==> src/rtl/tdm_mux_pkg.sv <==
// Shared types and constants for the TDM scan multiplexer.
package tdm_mux_pkg;

    typedef enum logic [1:0] {
        IDLE   = 2'd0,
        MANUAL = 2'd1,
        SCAN   = 2'd2
    } state_e;

    localparam logic MODE_MANUAL = 1'b0;
    localparam logic MODE_SCAN   = 1'b1;

    // Select width for n channels; a single channel bit is kept even for n <= 2.
    function automatic int sel_width(input int n);
        return (n > 2) ? $clog2(n) : 1;
    endfunction

endpackage

==> src/rtl/tdm_scan_mux_dwell_counter.sv <==
// Dwell counter for scan mode: counts 0..DWELL-1 and flags the last cycle of a dwell.
module dwell_counter #(
    parameter  int DWELL = 4,
    localparam int CNTW  = (DWELL > 1) ? $clog2(DWELL) : 1
) (
    input  logic clk,
    input  logic rst_n,
    input  logic clr,
    input  logic en,
    output logic tc
);

    logic [CNTW-1:0] cnt_q;
    logic [CNTW-1:0] cnt_d;

    // Terminal count is a decode of the register, so it is glitch-free per cycle.
    always_comb begin
        tc = (cnt_q == CNTW'(DWELL - 1));
    end

    // Next count: clear dominates, wrap on terminal count, hold when not enabled.
    always_comb begin
        cnt_d = cnt_q;
        if (clr) begin
            cnt_d = '0;
        end else if (en) begin
            if (tc) begin
                cnt_d = '0;
            end else begin
                cnt_d = cnt_q + CNTW'(1);
            end
        end else begin
            cnt_d = cnt_q;
        end
    end

    // Counter register.
    always_ff @(posedge clk or negedge rst_n) begin
        if (!rst_n) begin
            cnt_q <= '0;
        end else begin
            cnt_q <= cnt_d;
        end
    end

endmodule

==> src/rtl/tdm_scan_mux.sv <==
// Time-division channel multiplexer: manual channel select or automatic round-robin
// scan with a fixed dwell, feeding a single valid/ready output register.
module tdm_scan_mux
    import tdm_mux_pkg::*;
#(
    parameter  int WIDTH = 8,
    parameter  int NCH   = 4,
    parameter  int DWELL = 4,
    localparam int SELW  = sel_width(NCH)
) (
    input  logic                 clk,
    input  logic                 rst_n,
    input  logic [NCH*WIDTH-1:0] data_in,
    input  logic [SELW-1:0]      sel,
    input  logic                 mode,
    input  logic                 enable,
    input  logic                 out_ready,
    output logic [WIDTH-1:0]     out_data,
    output logic [SELW-1:0]      out_ch,
    output logic                 out_valid
);

    state_e            state_q, state_d;
    logic [SELW-1:0]   ptr_q, ptr_d;
    logic [WIDTH-1:0]  out_data_q, out_data_d;
    logic [SELW-1:0]   out_ch_q, out_ch_d;
    logic              out_valid_q, out_valid_d;

    logic              stall_s;
    logic              capture_s;
    logic [SELW-1:0]   cap_idx_s;
    logic [WIDTH-1:0]  cap_data_s;
    logic              scan_clr_s;
    logic              scan_en_s;
    logic              tc_s;

    // Mode decode: evaluated every cycle, stalled or not.
    always_comb begin
        state_d = IDLE;
        if (!enable) begin
            state_d = IDLE;
        end else if (mode == MODE_SCAN) begin
            state_d = SCAN;
        end else begin
            state_d = MANUAL;
        end
    end

    // Capture decision and channel index for the current state.
    always_comb begin
        stall_s   = out_valid_q & ~out_ready;
        capture_s = 1'b0;
        cap_idx_s = ptr_q;
        case (state_q)
            MANUAL: begin
                capture_s = ~stall_s;
                cap_idx_s = sel;
            end
            SCAN: begin
                capture_s = ~stall_s & tc_s;
                cap_idx_s = ptr_q;
            end
            default: begin
                capture_s = 1'b0;
                cap_idx_s = ptr_q;
            end
        endcase
    end

    // Channel select from the flattened input bus.
    always_comb begin
        cap_data_s = '0;
        for (int k = 0; k < NCH; k++) begin
            if (cap_idx_s == SELW'(k)) begin
                cap_data_s = data_in[k*WIDTH +: WIDTH];
            end else begin
                cap_data_s = cap_data_s;
            end
        end
    end

    // Scan pointer and dwell counter stay cleared outside SCAN, so each entry starts at ch0, cnt=0.
    always_comb begin
        scan_clr_s = (state_q != SCAN);
        scan_en_s  = ~stall_s;
        if (scan_clr_s) begin
            ptr_d = '0;
        end else if (capture_s) begin
            ptr_d = ptr_q + SELW'(1);
        end else begin
            ptr_d = ptr_q;
        end
    end

    // Output register: a capture overrides a same-cycle accept (back-to-back).
    always_comb begin
        out_data_d  = out_data_q;
        out_ch_d    = out_ch_q;
        out_valid_d = out_valid_q;
        if (capture_s) begin
            out_data_d  = cap_data_s;
            out_ch_d    = cap_idx_s;
            out_valid_d = 1'b1;
        end else begin
            out_valid_d = out_valid_q & ~out_ready;
        end
    end

    dwell_counter #(
        .DWELL (DWELL)
    ) u_dwell (
        .clk   (clk),
        .rst_n (rst_n),
        .clr   (scan_clr_s),
        .en    (scan_en_s),
        .tc    (tc_s)
    );

    // State, pointer and output registers.
    always_ff @(posedge clk or negedge rst_n) begin
        if (!rst_n) begin
            state_q     <= IDLE;
            ptr_q       <= '0;
            out_data_q  <= '0;
            out_ch_q    <= '0;
            out_valid_q <= 1'b0;
        end else begin
            state_q     <= state_d;
            ptr_q       <= ptr_d;
            out_data_q  <= out_data_d;
            out_ch_q    <= out_ch_d;
            out_valid_q <= out_valid_d;
        end
    end

    assign out_data  = out_data_q;
    assign out_ch    = out_ch_q;
    assign out_valid = out_valid_q;

endmodule

==> config.mk <==
export PLATFORM = sky130hd
export DESIGN_NAME = tdm_scan_mux
export DESIGN_NICKNAME = d
export VERILOG_FILES = /design/src/rtl/tdm_mux_pkg.sv /design/src/rtl/tdm_scan_mux_dwell_counter.sv /design/src/rtl/tdm_scan_mux.sv
export SDC_FILE = /design/constraint.sdc
export NUM_CORES = 1
export LEC_CHECK = 0
export CORE_MARGIN = 4
export CORE_UTILIZATION = 45
export CTS_CLUSTER_DIAMETER = 100
export CTS_CLUSTER_SIZE = 12
export DETAILED_ROUTE_END_ITERATION = 6
export PLACE_DENSITY_LB_ADDON = 0.15
export SLEW_MARGIN = 25
export SYNTH_ARGS = -nofsm -noshare
export SYNTH_HDL_FRONTEND = slang
export SYNTH_HIERARCHICAL = 1
export SYNTH_SLANG_ARGS = --single-unit
==> constraint.sdc <==
create_clock -name clk -period 4.12 [get_ports clk]
set_input_delay 0.618 -clock clk [delete_from_list [all_inputs] [get_ports clk]]
set_output_delay 0.618 -clock clk [all_outputs]
set_load 0.02 [all_outputs]
==> results.md, run 1 <==
- Along the worst path, the maximum fanout reaches 18.
- The post-CTS setup buffer count is 0.
- The number of setup violations in the final report is 0.
- The master of the slowest instance on the critical path is sky130_fd_sc_hd__clkdlybuf4s50_1.
- For the pin with the worst max-slew slack, the measured transition is 0.8196 ns.
- The via count of the first global-routing pass came to 1,179.
- The floorplan has 18 rows.
- The area of the die is 0.003496 mm^2.
- The flow ran to the end, and the final reports show no timing, DRC or antenna violations.
- The clock root buffer master is sky130_fd_sc_hd__clkbuf_4.
- The average vias per placed instance is 5.620.
- The clock buffer count from CTS is 3.
- Of the post-synthesis cell area, the dominant cell type holds 0.3617.
- The flip-flop and latch area is 425.4 um^2.
- The average wire per standard cell is 14.62 um.
- The prevailing post-synth register cell is sky130_fd_sc_hd__dfrtp_1.
- For the final database, setup skew stands at 0.001791 ns.
- The number of buffers on the longest clock path is 2.
- The final total power is 0.5316 mW.
- Summed over all failing endpoints, the final setup total negative slack is 0 ns.
- The total overflow left after global routing is 0.
- The die width is 59.13 um.
- Entering global routing, the biggest net connects 24 pins.
- Counting flops with an async set or reset pin after synthesis yields a share of 1.000.
- The first-pass iteration count of the detailed router is 4.
- The area occupied by multi-input gates is 684.4 um^2.
- The number of hold violations in the final report is 0.
- The power density normalized to cell area is 316.6 mW/mm^2.
- The final layout net count is 221.
- The number of non-filler instances in the completed layout is 208.
- Data on the critical path arrives at its endpoint at 2.56 ns.
- After synthesis the netlist holds a flip-flop and latch count of 17.
- For this block, the initial DRC count from the detailed router was 47.
- Dividing the final minimum period by the clock period gives 0.5894.
- The number of fill cells is 219.
- Detailed placement ended at an HPWL of 2418 um.
- The launch point of the critical path is sel[1].
- The overall track demand over capacity in global routing is 0.1893.
- Synthesis produced a netlist whose cell count is 135.
- The kind of critical path is in2reg.
- The worst setup path is launched from an input pin.
- The proportion of synthesized chip area in sequential cells is 0.3617.
- In the final layout, the share of cells above drive strength 1 is 0.03371.
- The analysis attributes to cell leakage a power of 0.7051 nW.
- Relative to the synthesized area, the layout overhead comes to 42.77%.
- The total count of max-transition violations in the final report is 0.
- The count of nets left with antenna violations once routing finished came out at 0.
- On the final layout, the worst hold slack is 0.5409 ns.
- 50 I/O pins were placed.
- The number of hold buffers added after CTS was 0.
- Walking the worst path, the cells encountered are clkdlybuf4s50_1 > nand3_1 > a2111o_1 > o22ai_1 > a21oi_1.
- Setup repair after global routing left no endpoint under its margin.
- The Yosys warning count is 6.
- The number of enable-type register cells in the synthesized netlist is 0.
- In this run the critical register-to-register path is launched from ptr_q[1]$_DFFE_PN0P_.
- The H-tree level count is 1.
- The worst hold-check path type is reg2reg.
- STA puts the critical path data required time at 4.26 ns.
- The vertical die dimension is 59.13 um.
- After detailed routing, the number of remaining DRC violations is 0.
- The synthesized cell area is 0.001176 mm^2.
- The number of antenna violations at the first check in global routing came to 0.
- The highest clock frequency the design can meet is 0.4118 GHz.
- The initial utilization of the core area, before any placement, comes to 0.4747.
- VDD sags by at most 0.3395 mV.
- The post-synthesis average cell area is 8.712 um^2.
- STA classifies the critical path endpoint as a register.
- The max-slew headroom at the worst pin is 0.4519.
- The via count of the routed design is 1,169.
- The first global-routing pass estimated 5064 um of wire.
- The number of nets in the synthesized netlist is 177.
- The core region area is 0.002477 mm^2.
- Clock-pin slew was measured on the worst setup and hold paths at 0.09 ns.
- The clock tree from TritonCTS is built.
- The start point of the worst hold path is out_ch[1]$_DFFE_PN0P_.
- The number of antenna repair diodes is 0.
- The count of buffers from port buffering is 49.
- Yosys mapped the design onto 26 distinct sky130hd cell types.
- The slack of the worst reg-to-reg path is 2.15 ns.
- The largest single stage delay on the critical path is 1.00 ns.
- The post-placement cell count is 204.
- Max-cap violations in this run came to 0.
- The library cell with the largest summed area after synthesis is sky130_fd_sc_hd__dfrtp_1.
- The routability-driven placement congestion ratio is 0.8208.
- The total number of clock tree sinks is 17.
- After synthesis, the cell types taking the most area are sky130_fd_sc_hd__dfrtp_1, sky130_fd_sc_hd__mux2i_1, sky130_fd_sc_hd__o22ai_1.
- The clock period could shrink to 2.428 ns.
- The number of cells upsized or downsized after cts is 0.
- The final routed wirelength across all metal layers is 3040 um.
- The later pin in the worst-skew pair is clocked with a latency of 0.29 ns.
==> registers in the layout, summed over array words and instances (netlist names) <==
name,count
out_data,8
out_ch,2
ptr_q,2
state_q,2
u_dwell/cnt_q,2
out_valid,1
==> critical path: cells and delay by family <==
family	cells	cell delay [ns]
buffers and inverters	1	1.00
AOI/OAI and AO/OA	3	0.78
and+or+nand+nor	1	0.16
==> power breakdown <==
part / total (mW) / internal (mW) / switching, mW
clock network: 0.0867 / 0.0376 / 0.0491
registers: 0.219 / 0.199 / 0.0192
logic: 0.226 / 0.122 / 0.104
total: 0.532 / 0.359 / 0.172
==> final timing paths <==
check	endpoint	cells past startpoint
worst max-delay path	out_data[5]$_DFFE_PN0P_	5
worst min-delay path	out_ch[1]$_DFFE_PN0P_	2
worst max register to register	out_data[5]$_DFFE_PN0P_	4
worst min register to register	out_ch[1]$_DFFE_PN0P_	2
max in group asynchronous	out_ch[1]$_DFFE_PN0P_	1
min in group asynchronous	out_data[7]$_DFFE_PN0P_	1
==> layer usage <==
layer / part of all wire / global-route usage / vias up
met5: 0 / 0 / -
met4: 0.011 / 0.04531 / 0
met3: 0.068 / 0.05011 / 4
met2: 0.51 / 0.3360 / 40
met1: 0.41 / 0.2265 / 544
li1: - / - / 581
==> stage by stage <==
step	util	cell area, um^2	worst slack, ns
finish	0.6778	1679	1.692
global route	0.6778	1679	1.550
CTS	0.6778	1679	1.710
detailed placement	0.6672	1653	1.377
global placement	0.6646	1647	1.481
floorplan	-	1176	2.495
==> layout make-up <==
class                      instances  share of cell area
clock buffer                       4             0.01565
inverter                           4            0.008942
multi-input combinational        104              0.4076
sequential                        17              0.2534
tap                               30             0.02235
timing repair buffer              49              0.2921
==> layout by cell type, fill, tap and decap left out, types with 2 or more instances in the layout <==
| cell type | instances |
|---|---|
| sky130_fd_sc_hd__a21oi_1 | 11 |
| sky130_fd_sc_hd__clkbuf_4 | 3 |
| sky130_fd_sc_hd__clkdlybuf4s50_1 | 49 |
| sky130_fd_sc_hd__dfrtp_1 | 17 |
| sky130_fd_sc_hd__ha_1 | 3 |
| sky130_fd_sc_hd__inv_1 | 4 |
| sky130_fd_sc_hd__mux2i_1 | 18 |
| sky130_fd_sc_hd__nand2_1 | 2 |
| sky130_fd_sc_hd__nand2b_1 | 4 |
| sky130_fd_sc_hd__nor2_1 | 28 |
| sky130_fd_sc_hd__nor2b_1 | 2 |
| sky130_fd_sc_hd__o22ai_1 | 24 |
==> Yosys cell counts, drive strengths merged (2+ instances only) <==
master and n:
nor2 28, o22ai 24, mux2i 18, dfrtp 17
a21oi 12, buf 7, inv 4, nand2b 4
clkbuf 3, ha 3, nand2 2, nor2b 2
==> logic make-up (layout without fill, tap and decap cells) <==
group                      count (synthesis)  count (layout)  share of synthesized area
muxes                                     18              18                     0.1532
buffers and inverters                     14              57                    0.06169
adders and majority gates                  3               3                    0.03192
xor gates and xnor gates                   1               1                   0.007448
DFF                                       17              17                     0.3617
AOI/OAI and AO/OA                         39              39                     0.2011
and+or+nand+nor                           43              43                     0.1830
(Power assumes the default switching activity.)
==> run 2, diff against run 1 <==
--- a/config.mk
+++ b/config.mk
@@ -6,7 +6,7 @@
 export NUM_CORES = 1
 export LEC_CHECK = 0
 export CORE_MARGIN = 4
-export CORE_UTILIZATION = 45
+export CORE_UTILIZATION = 42
 export CTS_CLUSTER_DIAMETER = 100
 export CTS_CLUSTER_SIZE = 12
 export DETAILED_ROUTE_END_ITERATION = 6
==> constraint.sdc (replaced) <==
create_clock -name clk -period 2.4 [get_ports clk]
set_input_delay 0.36 -clock clk [delete_from_list [all_inputs] [get_ports clk]]
set_output_delay 0.36 -clock clk [all_outputs]
set_load 0.02 [all_outputs]
==> results.md, run 2 (synthesized netlist as in run 1, its figures left out) <==
- The run finished with clean final reports.
- The longest clock path from root to sink contains 2 buffers.
- The transition at the pin with the smallest max-transition slack is 0.7715 ns.
- The via count of the first global-routing pass is 1,201.
- Clock skew on the completed layout was measured at 0.009059 ns.
- The required time of the critical path is 2.57 ns.
- Entering global routing, the biggest net connects 24 pins.
- After the last flow step, the layout net total stands at 224.
- Including well taps, the total number of placed cells is 207.
- In the finished design, the share of the clock period the worst path needs comes to 0.7591.
- The launch point of the critical path is state_q[0]$_DFF_PN0_.
- The register with the most flip-flops in the layout has 8 of them.
- The H-tree level count is 1.
- The total non-filler cell area in the finished layout is 0.001695 mm^2.
- The final routed wirelength across all metal layers is 3365 um.
- The final total power is 0.9274 mW.
- After the first detailed-routing iteration, the DRC count stood at 53.
- The smallest clock period supported by the final layout is computed as 1.822 ns.
- After detailed routing, the number of vias per cell comes to 5.782.
- The sort of element at the end of the critical path is a register.
- The leakage power is 0.7214 nW.
- The number of cell rows is 18.
- For this design, the CTS-stage hold fixing added 0 buffers.
- Of the total power, the clock network draws 0.168.
- Clock-pin slew was measured on the worst setup and hold paths at 0.11 ns.
- Of the total power, combinational logic draws 0.425.
- For the worst-skew pair, the clock arrives at the later sink with an insertion delay of 0.29 ns.
- For this run, the number of standard cells in the final layout without fillers is 211.
- The largest fanout on the critical path is 8.
- The endpoint identified for the worst register-to-register timing path is out_data[0]$_DFFE_PN0P_.
- In the global route stage, overall resource usage came out at 0.2002.
- For this run, the share of the core covered by cells in the final layout is 0.6603.
- Data on the critical path arrives at its endpoint at 2.00 ns.
- The final setup TNS is 0 ns.
- 50 I/O pins were placed.
- The clock tree from TritonCTS is built.
- The total number of clock tree sinks is 17.
- The worst hold-check path type is in2async.
- The number of hold violations in the final report is 0.
- The launching point of the worst reg2reg path is state_q[0]$_DFF_PN0_.
- The critical path ends at out_data[0]$_DFFE_PN0P_.
- The area growth from synthesis to layout is 44.15%.
- The total count of max-transition violations in the final report is 0.
- The number of antenna diodes in the final layout is 0.
- Buffers inserted during clock tree synthesis total 3.
- The power density normalized to cell area is 547.0 mW/mm^2.
- The floorplan step set the die width to 60.92 um.
- The floorplan step defined a core boundary enclosing 0.002567 mm^2.
- The slack of the worst reg-to-reg path is 0.58 ns.
- For this run, the detailed router's first-pass iteration total came to 4.
- For this run, the top clock speed supported by timing is 0.5489 GHz.
- The count of buffers from port buffering is 49.
- The ratio of cells with drive above 1 in the final layout is 0.04972.
- The worst setup path is of the reg2reg kind.
- The proportion of total power due to net switching is 0.3339.
- The die covers 0.003711 mm^2.
- The tool flagged a number of max-cap violations equal to 0.
- The cell area after placement is 0.001669 mm^2.
- Once detail routing completed, the nets flagged for antenna violations numbered 0.
- The number of cells upsized or downsized after cts is 0.
- In this run the tightest slew margin relative to its limit is 0.4841.
- The die is 60.92 um tall.
- The initial core utilization is 0.4581.
- The launching element type of the critical path is a register.
- The number of setup buffers added after CTS is 0.
- The most common cell after layout, fill and taps aside is sky130_fd_sc_hd__clkdlybuf4s50_1.
- Cell internal power was estimated by the tool at 0.6178 mW.
- The total overflow left after global routing is 0.
- In the layout the commonest cells are sky130_fd_sc_hd__clkdlybuf4s50_1, sky130_fd_sc_hd__nor2_1, sky130_fd_sc_hd__o22ai_1, sky130_fd_sc_hd__mux2i_1, sky130_fd_sc_hd__dfrtp_1.
- Setup violations remaining at the end of the flow were counted as 0.
- The switching component of the power is 0.3097 mW.
- Setup repair after global routing left no endpoint under its margin.
- In the routed design, unresolved DRC markers number 0.
- The number of antenna violations at the first check in global routing is 0.
- The congestion estimate from routability-driven global placement came to 0.8192.
- The via count of the routed design is 1,220.
- The average wire per standard cell is 15.95 um.
- The placed wire-length estimate after detailed placement is 2604 um.
- Fill cells in the final layout number 217.
- The wire length of the first global-routing pass is 5395 um.
- The clock root buffer master is sky130_fd_sc_hd__clkbuf_4.
- For the worst flop-to-flop path, the logic depth is 5.
- Of the total power, registers draw 0.407.
- Across the VDD grid, the largest voltage drop is 0.3996 mV.
[run 2: changes by cell type in the layout (fill, tap and decap cells not counted)]
cell                     before  now
sky130_fd_sc_hd__buf_4        0    3
sky130_fd_sc_hd__nor3_2       0    1
sky130_fd_sc_hd__nor3_4       1    0
[run 2: layout make-up]
class	count	area, um^2	area share
Tap cell	30	37.54	0.02214
Multi-Input combinational cell	104	678.2	0.4000
Sequential cell	17	425.4	0.2509
Clock buffer	4	26.28	0.01550
Timing Repair Buffer	52	513.0	0.3026
Inverter	4	15.01	0.008856
[run 2: worst min path at each step]
stage,from,to,cells past startpoint
6_report,rst_n,out_data[4]$_DFFE_PN0P_,1
3_5_place_dp,out_ch[1]$_DFFE_PN0P_,out_ch[1]$_DFFE_PN0P_,2
2_1_floorplan,rst_n,out_ch[0]$_DFFE_PN0P_,0
3_3_place_gp,u_dwell/cnt_q[1]$_DFFE_PN0P_,u_dwell/cnt_q[1]$_DFFE_PN0P_,2
5_1_grt,rst_n,out_data[0]$_DFFE_PN0P_,1
4_1_cts,rst_n,out_data[1]$_DFFE_PN0P_,1
[run 2: per-layer routing]
metal / GRT usage / share of wire
met1: 0.2418 / 0.40
met4: 0.07121 / 0.015
met3: 0.05319 / 0.067
met2: 0.3420 / 0.52
met5: 0 / 0
[run 2: worst max-delay path, cell delays in order (launching register included)]
cell,delay [ns]
sky130_fd_sc_hd__dfrtp_1,0.39
sky130_fd_sc_hd__ha_1,0.31
sky130_fd_sc_hd__nand3b_4,0.20
sky130_fd_sc_hd__a2111o_1,0.55
sky130_fd_sc_hd__o22ai_1,0.20
sky130_fd_sc_hd__a21oi_1,0.06
[run 2: power by group through the flow]
stage | Clock [mW] | Combinational, mW | Sequential (mW)
after floorplan | 0 | 0.122 | 0.443
after global placement | 0 | 0.383 | 0.380
after global routing | 0.178 | 0.425 | 0.384
final | 0.156 | 0.394 | 0.378
after detailed placement | 0 | 0.397 | 0.379
after CTS | 0.156 | 0.397 | 0.376
[run 2: through the flow]
step | worst slack (ns) | hold WS, ns
3_5_place_dp | 0.5503 | 0.5297
4_1_cts | 0.5878 | 0.5512
3_3_place_gp | 0.6095 | 0.5096
5_1_grt | 0.4445 | 0.5685
6_report | 0.5782 | 0.5108
2_1_floorplan | 0.7746 | 0.06441
